==> src/rtl/program_loader.sv <==
// Boot-time loader for the CHIP-8 memory write port: writes the hex fontset,
// then streams a ROM image in from PROG_BASE and raises done when complete.
module program_loader #(
    parameter logic [11:0] FONT_BASE = 12'h000,
    parameter logic [11:0] PROG_BASE = 12'h200
) (
    input  logic        clk,
    input  logic        rst,
    input  logic        in_valid,
    input  logic [7:0]  in_data,
    input  logic        in_last,
    output logic        in_ready,
    input  logic        reload,
    output logic        write,
    output logic [11:0] write_addr,
    output logic [7:0]  write_data,
    output logic        done,
    output logic        overflow,
    output logic [11:0] length
);

    // state | meaning
    // FONT  | writing fontset byte font_idx to FONT_BASE+font_idx
    // LOAD  | accepting image bytes, writing to PROG_BASE+length
    // DRAIN | memory full; accepting and discarding bytes until in_last
    // DONE  | image complete; CPU released; waits for reload
    typedef enum logic [1:0] {FONT, LOAD, DRAIN, DONE} state_t;

    // Byte 0 of the fontset sits in the most significant byte.
    localparam logic [639:0] FONTSET = {
        40'hF0909090F0, 40'h2060202070, 40'hF010F080F0, 40'hF010F010F0,
        40'h9090F01010, 40'hF080F010F0, 40'hF080F090F0, 40'hF010204040,
        40'hF090F090F0, 40'hF090F010F0, 40'hF090F09090, 40'hE090E090E0,
        40'hF0808080F0, 40'hE0909090E0, 40'hF080F080F0, 40'hF080F08080
    };

    state_t      state;
    logic [6:0]  font_idx;
    logic [6:0]  font_rev;
    logic [9:0]  font_lsb;
    logic [7:0]  font_byte;
    logic [11:0] prog_addr;
    logic        accept;

    assign font_rev  = 7'd79 - font_idx;
    assign font_lsb  = {font_rev, 3'b000};
    assign font_byte = FONTSET[font_lsb +: 8];
    assign prog_addr = PROG_BASE + length;
    assign accept    = in_valid & in_ready;

    always_ff @(posedge clk) begin
        if (rst) begin
            state      <= FONT;
            font_idx   <= 7'd0;
            in_ready   <= 1'b0;
            write      <= 1'b0;
            write_addr <= 12'd0;
            write_data <= 8'd0;
            done       <= 1'b0;
            overflow   <= 1'b0;
            length     <= 12'd0;
        end else begin
            write <= 1'b0;
            case (state)
                FONT: begin
                    write      <= 1'b1;
                    write_addr <= FONT_BASE + {5'd0, font_idx};
                    write_data <= font_byte;
                    if (font_idx == 7'd79) begin
                        font_idx <= 7'd0;
                        state    <= LOAD;
                    end else begin
                        font_idx <= font_idx + 7'd1;
                    end
                end
                LOAD: begin
                    in_ready <= 1'b1;
                    if (accept) begin
                        write      <= 1'b1;
                        write_addr <= prog_addr;
                        write_data <= in_data;
                        length     <= length + 12'd1;
                        // ready drops on the same edge so no byte slips in after in_last
                        if (in_last) begin
                            in_ready <= 1'b0;
                            state    <= DONE;
                        end else if (prog_addr == 12'hFFF) begin
                            state <= DRAIN;
                        end
                    end
                end
                DRAIN: begin
                    in_ready <= 1'b1;
                    if (accept) begin
                        overflow <= 1'b1;
                        if (in_last) begin
                            in_ready <= 1'b0;
                            done     <= 1'b1;
                            state    <= DONE;
                        end
                    end
                end
                DONE: begin
                    in_ready <= 1'b0;
                    done     <= 1'b1;
                    if (reload) begin
                        // first font byte goes out on the same edge that drops done
                        done       <= 1'b0;
                        length     <= 12'd0;
                        overflow   <= 1'b0;
                        write      <= 1'b1;
                        write_addr <= FONT_BASE;
                        write_data <= FONTSET[639 -: 8];
                        font_idx   <= 7'd1;
                        state      <= FONT;
                    end
                end
                default: state <= FONT;
            endcase
        end
    end

endmodule
==> config.mk <==
export PLATFORM = sky130hd
export DESIGN_NAME = program_loader
export DESIGN_NICKNAME = d
export VERILOG_FILES = /design/src/rtl/program_loader.sv
export SDC_FILE = /design/constraint.sdc
export NUM_CORES = 1
export LEC_CHECK = 0
export BUFFER_PORTS_ARGS = -buffer_cell sky130_fd_sc_hd__clkbuf_2
export CORE_MARGIN = 1
export CORE_UTILIZATION = 50
export DETAILED_ROUTE_END_ITERATION = 10
export GPL_ROUTABILITY_DRIVEN = 0
export PLACE_DENSITY = 0.76
export SLEW_MARGIN = 20
export SYNTH_ARGS = -nofsm -noshare
export SYNTH_HDL_FRONTEND = slang
export SYNTH_SLANG_ARGS = --single-unit
export TNS_END_PERCENT = 100
==> constraint.sdc <==
create_clock -name clk -period 2.3 [get_ports clk]
set_clock_uncertainty 0.2 [all_clocks]
set_input_delay 0.115 -clock clk [delete_from_list [all_inputs] [get_ports clk]]
set_output_delay 0.115 -clock clk [all_outputs]
set_load 0.05 [all_outputs]
**Word-level counts from Yosys, hierarchy flattened**

Index checks and enable logic that the tools add are counted.

- Add/sub/neg operators: 4
- Eq/ne operators: 11
- Shifts and indexed selects: 1
- Mux-type cells: 32
- Bitwise operators: 1
- Reductions and logical operators: 13

Operator list:

| operator | count |
|---|---|
| $shiftx A640 B11 Y8 const A | 1 |
| $mux W12 | 3 |
| $pmux W12 S3 | 1 |
| $pmux W12 S2 | 1 |
| $pmux W8 S3 | 1 |
| $mux W8 | 2 |
| $mux W2 | 7 |
| $mux W7 | 2 |
| $pmux W7 S2 | 1 |
| $add A10 B12 Y12 const A | 1 |
| $add A12 B1 Y12 const B | 1 |
| $eq A12 B12 Y1 const B | 1 |
| $reduce_and A3 Y1 | 4 |
| $ne A2 B2 Y1 const B | 5 |
| $mux W1 | 9 |
| $pmux W2 S4 | 1 |
| $reduce_bool A2 Y1 | 4 |
| $add A7 B1 Y7 const B | 1 |
| $eq A7 B7 Y1 const B | 1 |
| $sub A7 B7 Y7 const A | 1 |
| $pmux W1 S2 | 3 |
| $reduce_and A6 Y1 | 1 |
| $eq A2 B2 Y1 const B | 2 |
| $ne A3 B3 Y1 const B | 1 |
| other kinds (7) | 7 |

- Bits in registers: 45
- Bits of input ports: 13
- Output and inout port bits: 36

**Longest topological paths before layout**

Gate-level depths: netlist of the first run.

- Depth after elaboration: 6
- Depth in mapped cells: 8

**Worst setup path before layout of the first run**

No wires, ideal clock.

- Kind: reg-to-reg
- Start point: reg length[9]
- End point: reg state[1]
- Library setup time: 0.128 ns
- Arrival: 1.940 ns
- Data required time: 1.972 ns
- Path slack: 0.033 ns
- Cell stages (with the launch flop): 7
- Buffers on the path: 0
- Period minus slack after synthesis: 2.267 ns
- Path through: dfxtp_1 > ha_1 > xnor2_1 > nor4_1 > o311ai_0 > mux2i_1 > nor2_1

- Cells in the longest elaborated chain, start to end: 4

Ends and longest elaborated chain:

| element | line | RTL |
|---|---|---|
| start: declaration | 19 | `output logic [11:0] length` |
| start signal: assignment | 82 | `length <= length + 12'd1;` |
| $add A10 B12 Y12 | 48 | `assign prog_addr = PROG_BASE + length;` |
| $eq A12 B12 Y1 | 87 | `end else if (prog_addr == 12'hFFF) begin` |
| $ne A3 B3 Y1 (no source line) | - |  |
| $reduce_and A6 Y1 (no source line) | - |  |
| end signal: assignment | 53 | `state <= FONT;` |
| end signal: assignment | 86 | `state <= DONE;` |
| end signal: assignment | 88 | `state <= DRAIN;` |
| end: declaration | 37 | `state_t state;` |

No other way between the ends.
A chain may end at the register's enable or synchronous reset.

**Worst setup path after layout of the first run**

- Start point: reg state[0]
- End point: reg write_addr[6]

- Cells in the longest elaborated chain, start to end: 3
- Elaborated cells between the ends (all ways): 8

Ends and longest elaborated chain:

| element | line | RTL |
|---|---|---|
| start signal: assignment | 53 |  |
| start signal: assignment | 71 | `state <= LOAD;` |
| start signal: assignment | 86 |  |
| $eq A2 B1 Y1 (tied with other cells) | 64 | `case (state)` |
| $ne A2 B2 Y1 (no source line) or $reduce_bool A3 Y1 (tied branches) | - |  |
| $reduce_and A3 Y1 (no source line) | - |  |
| end signal: assignment | 67 | `write_addr <= FONT_BASE + {5'd0, font_idx};` |
| end signal: assignment | 80 | `write_addr <= prog_addr;` |
| end: declaration | 15 | `output logic [11:0] write_addr,` |

Parallel ways exist; a longest one is shown, timed or not.

==> metrics.cfg, run 1 <==
[layout]
area_growth_pct = 23.2
fillers = 470
antennaDiodeCount = 0
multi_input_area_mm2 = 0.00166
final_util_pct = 64.5
regArea_um2 = 903
finalNetCount = 437
drive_gt1_share_pct = 22.5

[logic_synthesis]
ys.flop_type = dfxtp_1
synth_top_cell_area_share_pct = 33.5
synthArstFlopShare_pct = 0
ys_ff_latch = 45
synth_cell_types = 52
seq_area_frac_synth_pct = 33.5
yosys.cell_count.top_type = dfxtp_1
synth_area_mm2 = 0.00269
avgSynthCellArea_um2 = 7.89
syn_inst = 341
synth.net_count = 371
synthTopCellsByArea = dfxtp_1 33%, ha_1 7.9%, nor2_1 5.7%, nand2_1 5.0%, a21oi_1 3.9%
yosysWarningCount = 0
synth_edf_count = 0
yosys.area.top_type = dfxtp_1
synth_common_cells = 45 x dfxtp_1, 41 x nor2_1, 36 x nand2_1

[worst_setup_path]
r2r_setup_slack_ns = 0.16
critical_path_buf_inv_count = 2
r2r_end = write_addr[6]
critPathSlowestCell = or3_4
path_depth = 6
cpPeakStageDelay_ns = 0.46
cp_max_fo = 12
worstPathCellList = inv_1, ha_1, or3_4, buf_4, a211oi_1, nor3_1
endpoint_kind = register
reg2regPathDepth = 6
critPathKind = register to register
cp-start-kind = register
critPathTopFamily = simple AND/OR/NAND/NOR gates
crit_required_ns = 2.27
worstPathArrival_ns = 2.11
r2r_start = state[0]

[global_route]
grt_use_met3_pct = 4.10
overflow = 0
grt_pass1_vias = 2341
busiest_layer = met2
grtUsageTotal_pct = 25.2
grt_pass1_wl_um = 10900
grt_util_met2_pct = 40.2
grt_max_degree = 24
grt_antenna_before_repair = 0
use_met1_pct = 34.5

[clock_network]
clk_pin_slew_ns = 0.09
cts_max_path_buffers = 2
clock_latency_ns = 0.30
cts_max_level = 2
cts_tree = done
numCtsBuffers = 5
cts.sinks = 45
cts_root_buffer = clkbuf_8

[timing]
tns_ns = 0
drv_slew = 0
final.min_clock_period_ns = 2.14
setup_viol = 0
post-route-period-util_pct = 93.1
hold_viol = 0
rsz0062_at_grt = no
tightestPinTransition_ns = 0.513
max_freq_mhz = 467
maxSlewHeadroom_pct = 65.8

[routing]
dr.first_iter.drc_count = 222
wl_per_cell_um = 14.8
vias_per_cell = 5.63
drtPass1Iterations = 4
drcViolationCount = 0
ant_nets = 0
via_count = 2690
wirelength_um = 7090

[die]
coreArea_mm2 = 0.00514
die_area_mm2 = 0.00568
io_pins = 49
die_h_um = 75.4
start_util_pct = 52.3
row_count = 26
die_w_um = 75.4

[placed_design]
dp.final_hpwl_um = 5010
io_buffers = 48

[outcome]
status = finished clean

[pwr]
power_density_mw_per_mm2 = 956
ir_worst_vdd_v = 0.000542
p_leak_nw = 1.40

[min_path]
min_path_type = primary input to register
whs_path_depth = 4
min-delay-start = in_last
min_to = in_ready

[job]
drv_cap = 0

-- layout by cell type (no fill, tap or decap), types with 4 or more instances in the layout --
cell type and count:
clkbuf_2 48, dfxtp_1 43, nor2_1 41, nand2_1 36, buf_4 24, a21oi_1 21
nor3_1 18, ha_1 17, nand3_1 16, o21ai_0 14, a211oi_1 13, xor2_1 10
inv_1 9, a311oi_1 9, dlygate4sd3_1 7, nor2b_1 6, and3_1 5, or3_1 5
clkbuf_8 5, nor3b_1 4, a31oi_1 4
-- routing by layer --
layer / share of wire (%) / up-vias / routed length (um)
li1: - / 1352 / -
met1: 45 / 1242 / 3170
met2: 48 / 83 / 3390
met3: 5.7 / 13 / 405
met4: 1.7 / 0 / 119
met5: 0 / - / 0
-- final cells by class --
cell class	count	share of cell area [%]
Multi-Input combinational cell	267	50.1
Sequential cell	45	27.3
Timing Repair Buffer	79	14.8
Tap cell	70	2.64
Clock buffer	5	2.08
Clock inverter	3	2.08
Inverter	9	1.02
-- flip-flops by register name, indices dropped and copies added, names as in the netlist --
register / cells
done: 1
font_idx: 7
in_ready: 1
length: 12
overflow: 1
state: 2
write: 1
write_addr: 12
write_data: 8
-- how the worst max path moves through the flow --
stage / slack (ns) / end / startpoint
2_1_floorplan: 0.03 / state[1] / length[9]
3_3_place_gp: 0.15 / write_data[5] / font_idx[1]
3_5_place_dp: 0.09 / write_data[5] / font_idx[1]
4_1_cts: 0.07 / write_data[5] / font_idx[1]
5_1_grt: 0.01 / state[1] / length[10]
6_report: 0.16 / write_addr[6] / state[0]
-- repair_timing --
item / CTS / global route
hold buffers: 7 / 0
endpoints found under the hold margin: 8 / 0
buffers inserted: 0 / 0
gates resized for setup: 0 / 4
endpoints found under the setup margin: 0 / 5
-- report_power, final --
group | leakage (nW) | switching (mW) | total (mW) | internal [mW]
Combinational | 0.966 | 0.954 | 1.45 | 0.499
Sequential | 0.366 | 0.0899 | 0.983 | 0.893
Clock | 0.0687 | 0.294 | 0.731 | 0.438
Total | 1.40 | 1.34 | 3.17 | 1.83
-- stage by stage --
stage | area, um2 | std cells | total power [mW] | setup slack (ns) | hold WS, ns
6_report | 3310 | 478 | 3.17 | 0.160 | 0.0470
5_1_grt | 3310 | 478 | 3.35 | 0.0113 | 0.0801
4_1_cts | 3300 | 478 | 3.16 | 0.0702 | 0.0457
3_5_place_dp | 3100 | 463 | 2.43 | 0.0870 | 0.180
3_3_place_gp | 3100 | 463 | 2.40 | 0.145 | 0.172
2_1_floorplan | 2690 | 341 | 2.06 | 0.0326 | 0.0311
-- tightest hold or removal path: stages --
cell and delay (ns):
clkbuf_2 0.10, nand3_1 0.14, a22oi_1 0.09, nor2_1 0.08
-- cell families (layout without fill, tap and decap cells) --
| kind of cell | Yosys count | in the layout | share of synthesized area (%) |
|---|---|---|---|
| compound gates | 81 | 81 | 20.2 |
| mux | 4 | 4 | 1.53 |
| buf+inv | 29 | 96 | 5.07 |
| simple gates | 152 | 152 | 27.5 |
| fa+ha+maj | 17 | 17 | 7.91 |
| flops | 45 | 45 | 33.5 |
| xor+xnor | 13 | 13 | 4.23 |
(Power assumes the default switching activity.)
==> inputs of run 2 (changes only) <==
Settings changed: CAP_MARGIN set to 10, CELL_PAD_IN_SITES_DETAIL_PLACEMENT set to 1, CELL_PAD_IN_SITES_GLOBAL_PLACEMENT set to 1, CORE_UTILIZATION 50 to 37, CTS_CLUSTER_DIAMETER set to 30, PLACE_DENSITY 0.76 to unset, PLACE_DENSITY_LB_ADDON set to 0.1.
==> metrics.cfg, run 2 (synthesis gave the netlist of run 1 again) <==
[global_route]
grt_antenna_before_repair = 0  ; unchanged
grt_pass1_vias = 2835  ; was 2341
grt_max_degree = 23  ; was 24
grtUsageTotal_pct = 22.7  ; was 25.2%
overflow = 0  ; unchanged
grt_pass1_wl_um = 13600  ; was 10900 um

[pwr]
power_density_mw_per_mm2 = 930  ; was 956 mW/mm2
ir_worst_vdd_v = 0.000383  ; was 0.000542 V
p_leak_nw = 1.44  ; was 1.40 nW

[timing]
tightestPinTransition_ns = 0.503  ; was 0.513 ns
worst_hold_slack_ns = 0.0750  ; was 0.0470 ns
setup_ws_ns = 0.138  ; was 0.160 ns
tns_ns = 0  ; unchanged
maxSlewHeadroom_pct = 66.3  ; was 65.8%
final.min_clock_period_ns = 2.16  ; was 2.14 ns
max_freq_mhz = 463  ; was 467 MHz
drv_slew = 0  ; unchanged
post-route-period-util_pct = 94.0  ; was 93.1%
setup_viol = 0  ; unchanged
hold_viol = 0  ; unchanged

[worst_setup_path]
critPathTopFamily = simple AND/OR/NAND/NOR gates  ; unchanged
critPathKind = register to register  ; unchanged
endpoint_kind = register  ; unchanged
critical_path_buf_inv_count = 1  ; was 2
worstPathArrival_ns = 2.13  ; was 2.11 ns
cp-start-kind = register  ; unchanged
worstPathCellList = inv_1, ha_1, a21boi_2, or3_2, a211oi_1, nor3_1  ; was inv_1, ha_1, or3_4, buf_4, a211oi_1, nor3_1
crit_required_ns = 2.27  ; about the same
critPathSlowestCell = or3_2  ; was or3_4
r2r_setup_slack_ns = 0.14  ; was 0.16 ns
cpPeakStageDelay_ns = 0.56  ; was 0.46 ns
cp_max_fo = 9  ; was 12

[layout]
final_util_pct = 48.9  ; was 64.5%
area_growth_pct = 25.6  ; was 23.2%
final_cell_mix = 48 x clkbuf_2, 43 x dfxtp_1, 41 x nor2_1  ; unchanged
final_common_cell = clkbuf_2  ; unchanged
multi_input_area_mm2 = 0.00168  ; was 0.00166 mm2
antennaDiodeCount = 0  ; unchanged
finalNetCount = 444  ; was 437
fillers = 919  ; was 470
drive_gt1_share_pct = 23.6  ; was 22.5%
reg_top3 = length: 12 flops, write_addr: 12 flops, write_data: 8 flops  ; unchanged
regArea_um2 = 903  ; unchanged
fin_cells = 511  ; was 478

[placed_design]
dp.cells = 492  ; was 463
dp.final_hpwl_um = 6060  ; was 5010 um
io_buffers = 48  ; unchanged
pre_cts_ws_ns = 0.0793  ; was 0.0870 ns

[clock_network]
cts_max_path_buffers = 2  ; unchanged
clk_pin_slew_ns = 0.09  ; about the same
clock_latency_ns = 0.30  ; about the same
cts_max_level = 2  ; unchanged
cts.sinks = 45  ; unchanged
cts_root_buffer = clkbuf_8  ; unchanged
numCtsBuffers = 5  ; unchanged
cts_tree = done  ; unchanged

[die]
row_count = 30  ; was 26
coreArea_mm2 = 0.00691  ; was 0.00514 mm2
start_util_pct = 38.9  ; was 52.3%
die_h_um = 87.3  ; was 75.4 um
io_pins = 49  ; unchanged
die_area_mm2 = 0.00762  ; was 0.00568 mm2
die_w_um = 87.3  ; was 75.4 um

[routing]
ant_nets = 0  ; unchanged
wl_per_cell_um = 16.3  ; was 14.8 um
wl_met2_um = 3930  ; was 3390 um
vias_per_cell = 5.46  ; was 5.63
via_count = 2792  ; was 2690
wirelength_um = 8320  ; was 7090 um
m1WireLength_um = 4020  ; was 3170 um
routed.top_layer = met4  ; unchanged
met3WireLength_um = 283  ; was 405 um
dr.first_iter.drc_count = 119  ; was 222
drcViolationCount = 0  ; unchanged
drtPass1Iterations = 4  ; unchanged

[min_path]
min_path_type = primary input to register  ; unchanged

[job]
drv_cap = 0  ; unchanged

[outcome]
status = finished clean  ; unchanged

-- run 2: changes by cell type in the layout (fill, tap and decap cells not counted), sizes merged --
cell and change:
buf +5, clkbuf +2, or3 +2, bufinv -1, inv -1
-- run 2: worst paths after layout --
check | start | to | cells after the start
setup / recovery | state[1] | write_addr[4] | 6
hold / removal | in_last | in_ready | 4
setup reg to reg | state[1] | write_addr[4] | 6
hold reg to reg | write_addr[7] | write_addr[7] | 2
-- run 2: layer usage --
metal  vias up  global-route usage, %
li1       1371                      -
met2        66                   38.6
met3        11                   3.03
met4         0                   6.26
met5         -                      0
met1      1344                   30.0
-- run 2: final cells by class --
class	count	share of cell area, %
clock buffer	7	2.55
multi-input combinational	269	49.6
tap	96	3.55
inverter	9	1.00
timing repair buffer	84	15.6
sequential	45	26.7
clock inverter	1	0.889
-- run 2: worst min-delay path: stages --
cell	delay, ns
clkbuf_2	0.10
nand3_1	0.16
a22oi_1	0.09
nor2_1	0.08
-- run 2: stage by stage --
| stage | total power, mW | instance area [um2] |
|---|---|---|
| global route | 3.35 | 3380 |
| CTS | 3.12 | 3340 |
| detailed placement | 2.47 | 3150 |
| finish | 3.14 | 3380 |
| global placement | 2.44 | 3150 |
| floorplan | 2.06 | 2690 |
-- run 2: where the power goes --
group          internal [mW]  switching, mW  total [mW]
logic                  0.525           1.01        1.53
clock network          0.355          0.283       0.638
registers              0.893         0.0782       0.972
total                   1.77           1.37        3.14
-- run 2: repair_timing --
| action | in CTS | in global routing |
|---|---|---|
| gates resized for setup | 0 | 4 |
| hold buffers | 7 | 0 |
| setup buffers | 0 | 2 |
| endpoints found under the setup margin | 0 | 4 |
| hold endpoints to repair | 8 | 0 |
==> inputs of run 3 (changes only) <==
Settings changed: RECOVER_POWER set to 25.
==> metrics.cfg, run 3 (synthesis gave the netlist of run 1 again) <==
[layout]
drive_gt1_share_pct = 18.8  ; was 23.6%
final_common_cell = dfxtp_1  ; was clkbuf_2
antennaDiodeCount = 0  ; unchanged
finalNetCount = 444  ; unchanged
area_growth_pct = 24.7  ; was 25.6%
reg_top3 = length: 12 flops, write_addr: 12 flops, write_data: 8 flops  ; unchanged
design_area_mm2 = 0.00335  ; was 0.00338 mm2
final_cell_mix = 43 x dfxtp_1, 41 x nor2_1, 36 x nand2_1  ; was 48 x clkbuf_2, 43 x dfxtp_1, 41 x nor2_1
fillers = 923  ; was 919
fin_cells = 511  ; unchanged

[clock_network]
clk_pin_slew_ns = 0.09  ; about the same
clock_latency_ns = 0.30  ; about the same
cts_root_buffer = clkbuf_8  ; unchanged
cts_max_level = 2  ; unchanged
cts_max_path_buffers = 2  ; unchanged
cts.sinks = 45  ; unchanged
cts_tree = done  ; unchanged
numCtsBuffers = 5  ; unchanged

[die]
die_w_um = 87.3  ; unchanged
coreArea_mm2 = 0.00691  ; unchanged
io_pins = 49  ; unchanged
row_count = 30  ; unchanged
die_area_mm2 = 0.00762  ; unchanged
start_util_pct = 38.9  ; unchanged
die_h_um = 87.3  ; unchanged

[min_path]
min_path_type = primary input to register  ; unchanged
min-delay-start = in_last  ; unchanged
whs_path_depth = 4  ; unchanged
min_to = in_ready  ; unchanged

[worst_setup_path]
worstPathArrival_ns = 2.13  ; about the same
critPathKind = register to register  ; unchanged
crit_required_ns = 2.27  ; about the same
cp_max_fo = 9  ; unchanged
r2r_start = state[1]  ; unchanged
cp-start-kind = register  ; unchanged
reg2regPathDepth = 6  ; unchanged
endpoint_kind = register  ; unchanged
r2r_end = write_addr[4]  ; unchanged
r2r_setup_slack_ns = 0.14  ; about the same

[routing]
ant_nets = 0  ; unchanged
wl_met2_um = 3920  ; was 3930 um
routed.top_layer = met4  ; unchanged
wl_per_cell_um = 16.4  ; was 16.3 um
wirelength_um = 8370  ; was 8320 um
via_count = 2823  ; was 2792
drtPass1Iterations = 4  ; unchanged
met3WireLength_um = 255  ; was 283 um
vias_per_cell = 5.52  ; was 5.46
dr.first_iter.drc_count = 117  ; was 119
m1WireLength_um = 4090  ; was 4020 um
drcViolationCount = 0  ; unchanged

[pwr]
ir_worst_vdd_v = 0.000378  ; was 0.000383 V
finalPower_mw = 3.13  ; was 3.14 mW
p_seq_share_pct = 31.1  ; was 30.9%
p_leak_nw = 1.37  ; was 1.44 nW
power_density_mw_per_mm2 = 932  ; was 930 mW/mm2
comb_power_share_pct = 48.5  ; was 48.8%
sw_frac_of_total_pct = 43.9  ; was 43.6%
p_int_mw = 1.75  ; was 1.77 mW
power.switching_mw = 1.37  ; about the same
p_clk_share_pct = 20.4  ; was 20.3%

[global_route]
overflow = 0  ; unchanged
grt_antenna_before_repair = 0  ; unchanged
grt_pass1_wl_um = 13600  ; unchanged
grt_max_degree = 23  ; unchanged
grtUsageTotal_pct = 22.7  ; unchanged
grt_pass1_vias = 2835  ; unchanged

[timing]
final.min_clock_period_ns = 2.16  ; about the same
hold_viol = 0  ; unchanged
setup_ws_ns = 0.139  ; was 0.138 ns
post-route-period-util_pct = 93.9  ; was 94.0%
tightestPinTransition_ns = 0.614  ; was 0.503 ns
drv_slew = 0  ; unchanged
setup_viol = 0  ; unchanged
tns_ns = 0  ; unchanged
maxSlewHeadroom_pct = 59.3  ; was 66.3%
max_freq_mhz = 463  ; about the same

[job]
drv_cap = 0  ; unchanged

[placed_design]
dp.final_hpwl_um = 6060  ; unchanged
dp.cells = 492  ; unchanged
io_buffers = 48  ; unchanged
pre_cts_ws_ns = 0.0793  ; unchanged
dpl_cell_area_mm2 = 0.00315  ; unchanged

[outcome]
status = finished clean  ; unchanged

[run 3: changes by cell type in the layout (fill, tap and decap cells not counted)]
cell / delta
clkbuf_1: +20
clkbuf_2: -20
[run 3: worst max path at each step]
stage                     start            end  slack, ns
global placement    font_idx[5]  write_data[6]       0.18
global route           state[1]       state[1]    -0.0001
detailed placement     state[0]  write_data[7]       0.08
CTS                    state[0]  write_data[7]       0.06
floorplan             length[9]       state[1]       0.03
finish                 state[1]  write_addr[4]       0.14
[run 3: per-stage QoR]
stage	utilization (%)	hold WS (ns)
3_3_place_gp	45.6	0.181
2_1_floorplan	-	0.0311
5_1_grt	48.6	0.0966
4_1_cts	48.3	0.0681
3_5_place_dp	45.6	0.178
6_report	48.6	0.0785
[run 3: layout make-up]
type / instances / area [um2] / area share [%]
Tap cell: 96 / 120 / 3.58
Timing Repair Buffer: 84 / 503 / 15.0
Inverter: 9 / 33.8 / 1.01
Sequential cell: 45 / 903 / 26.9
Clock inverter: 1 / 30.0 / 0.895
Clock buffer: 7 / 86.3 / 2.57
Multi-Input combinational cell: 269 / 1680 / 50.0
[run 3: what timing repair did]
item / in CTS / in global routing
hold buffers: 7 / 0
endpoints found under the setup margin: 0 / 4
setup buffers: 0 / 2
endpoints found under the hold margin: 8 / 0
resized for setup: 0 / 4
[run 3: critical path, stage by stage, from the launching register on]
cell and delay (ns):
dfxtp_2 0.35, inv_1 0.09, ha_1 0.20, a21boi_2 0.23, or3_2 0.56, a211oi_1 0.33, nor3_1 0.07
[run 3: routing by layer]
metal / up-vias / track usage (%)
li1: 1370 / -
met1: 1373 / 30.0
met2: 67 / 38.6
met3: 13 / 3.03
met4: 0 / 6.26
met5: - / 0
[run 3: power groups by stage]
stage	Sequential [mW]	Clock (mW)	Combinational (mW)
after floorplan	1.29	0	0.775
after global placement	0.985	0	1.46
after detailed placement	0.990	0	1.48
after CTS	0.971	0.657	1.49
after global routing	0.987	0.692	1.65
final	0.971	0.638	1.52
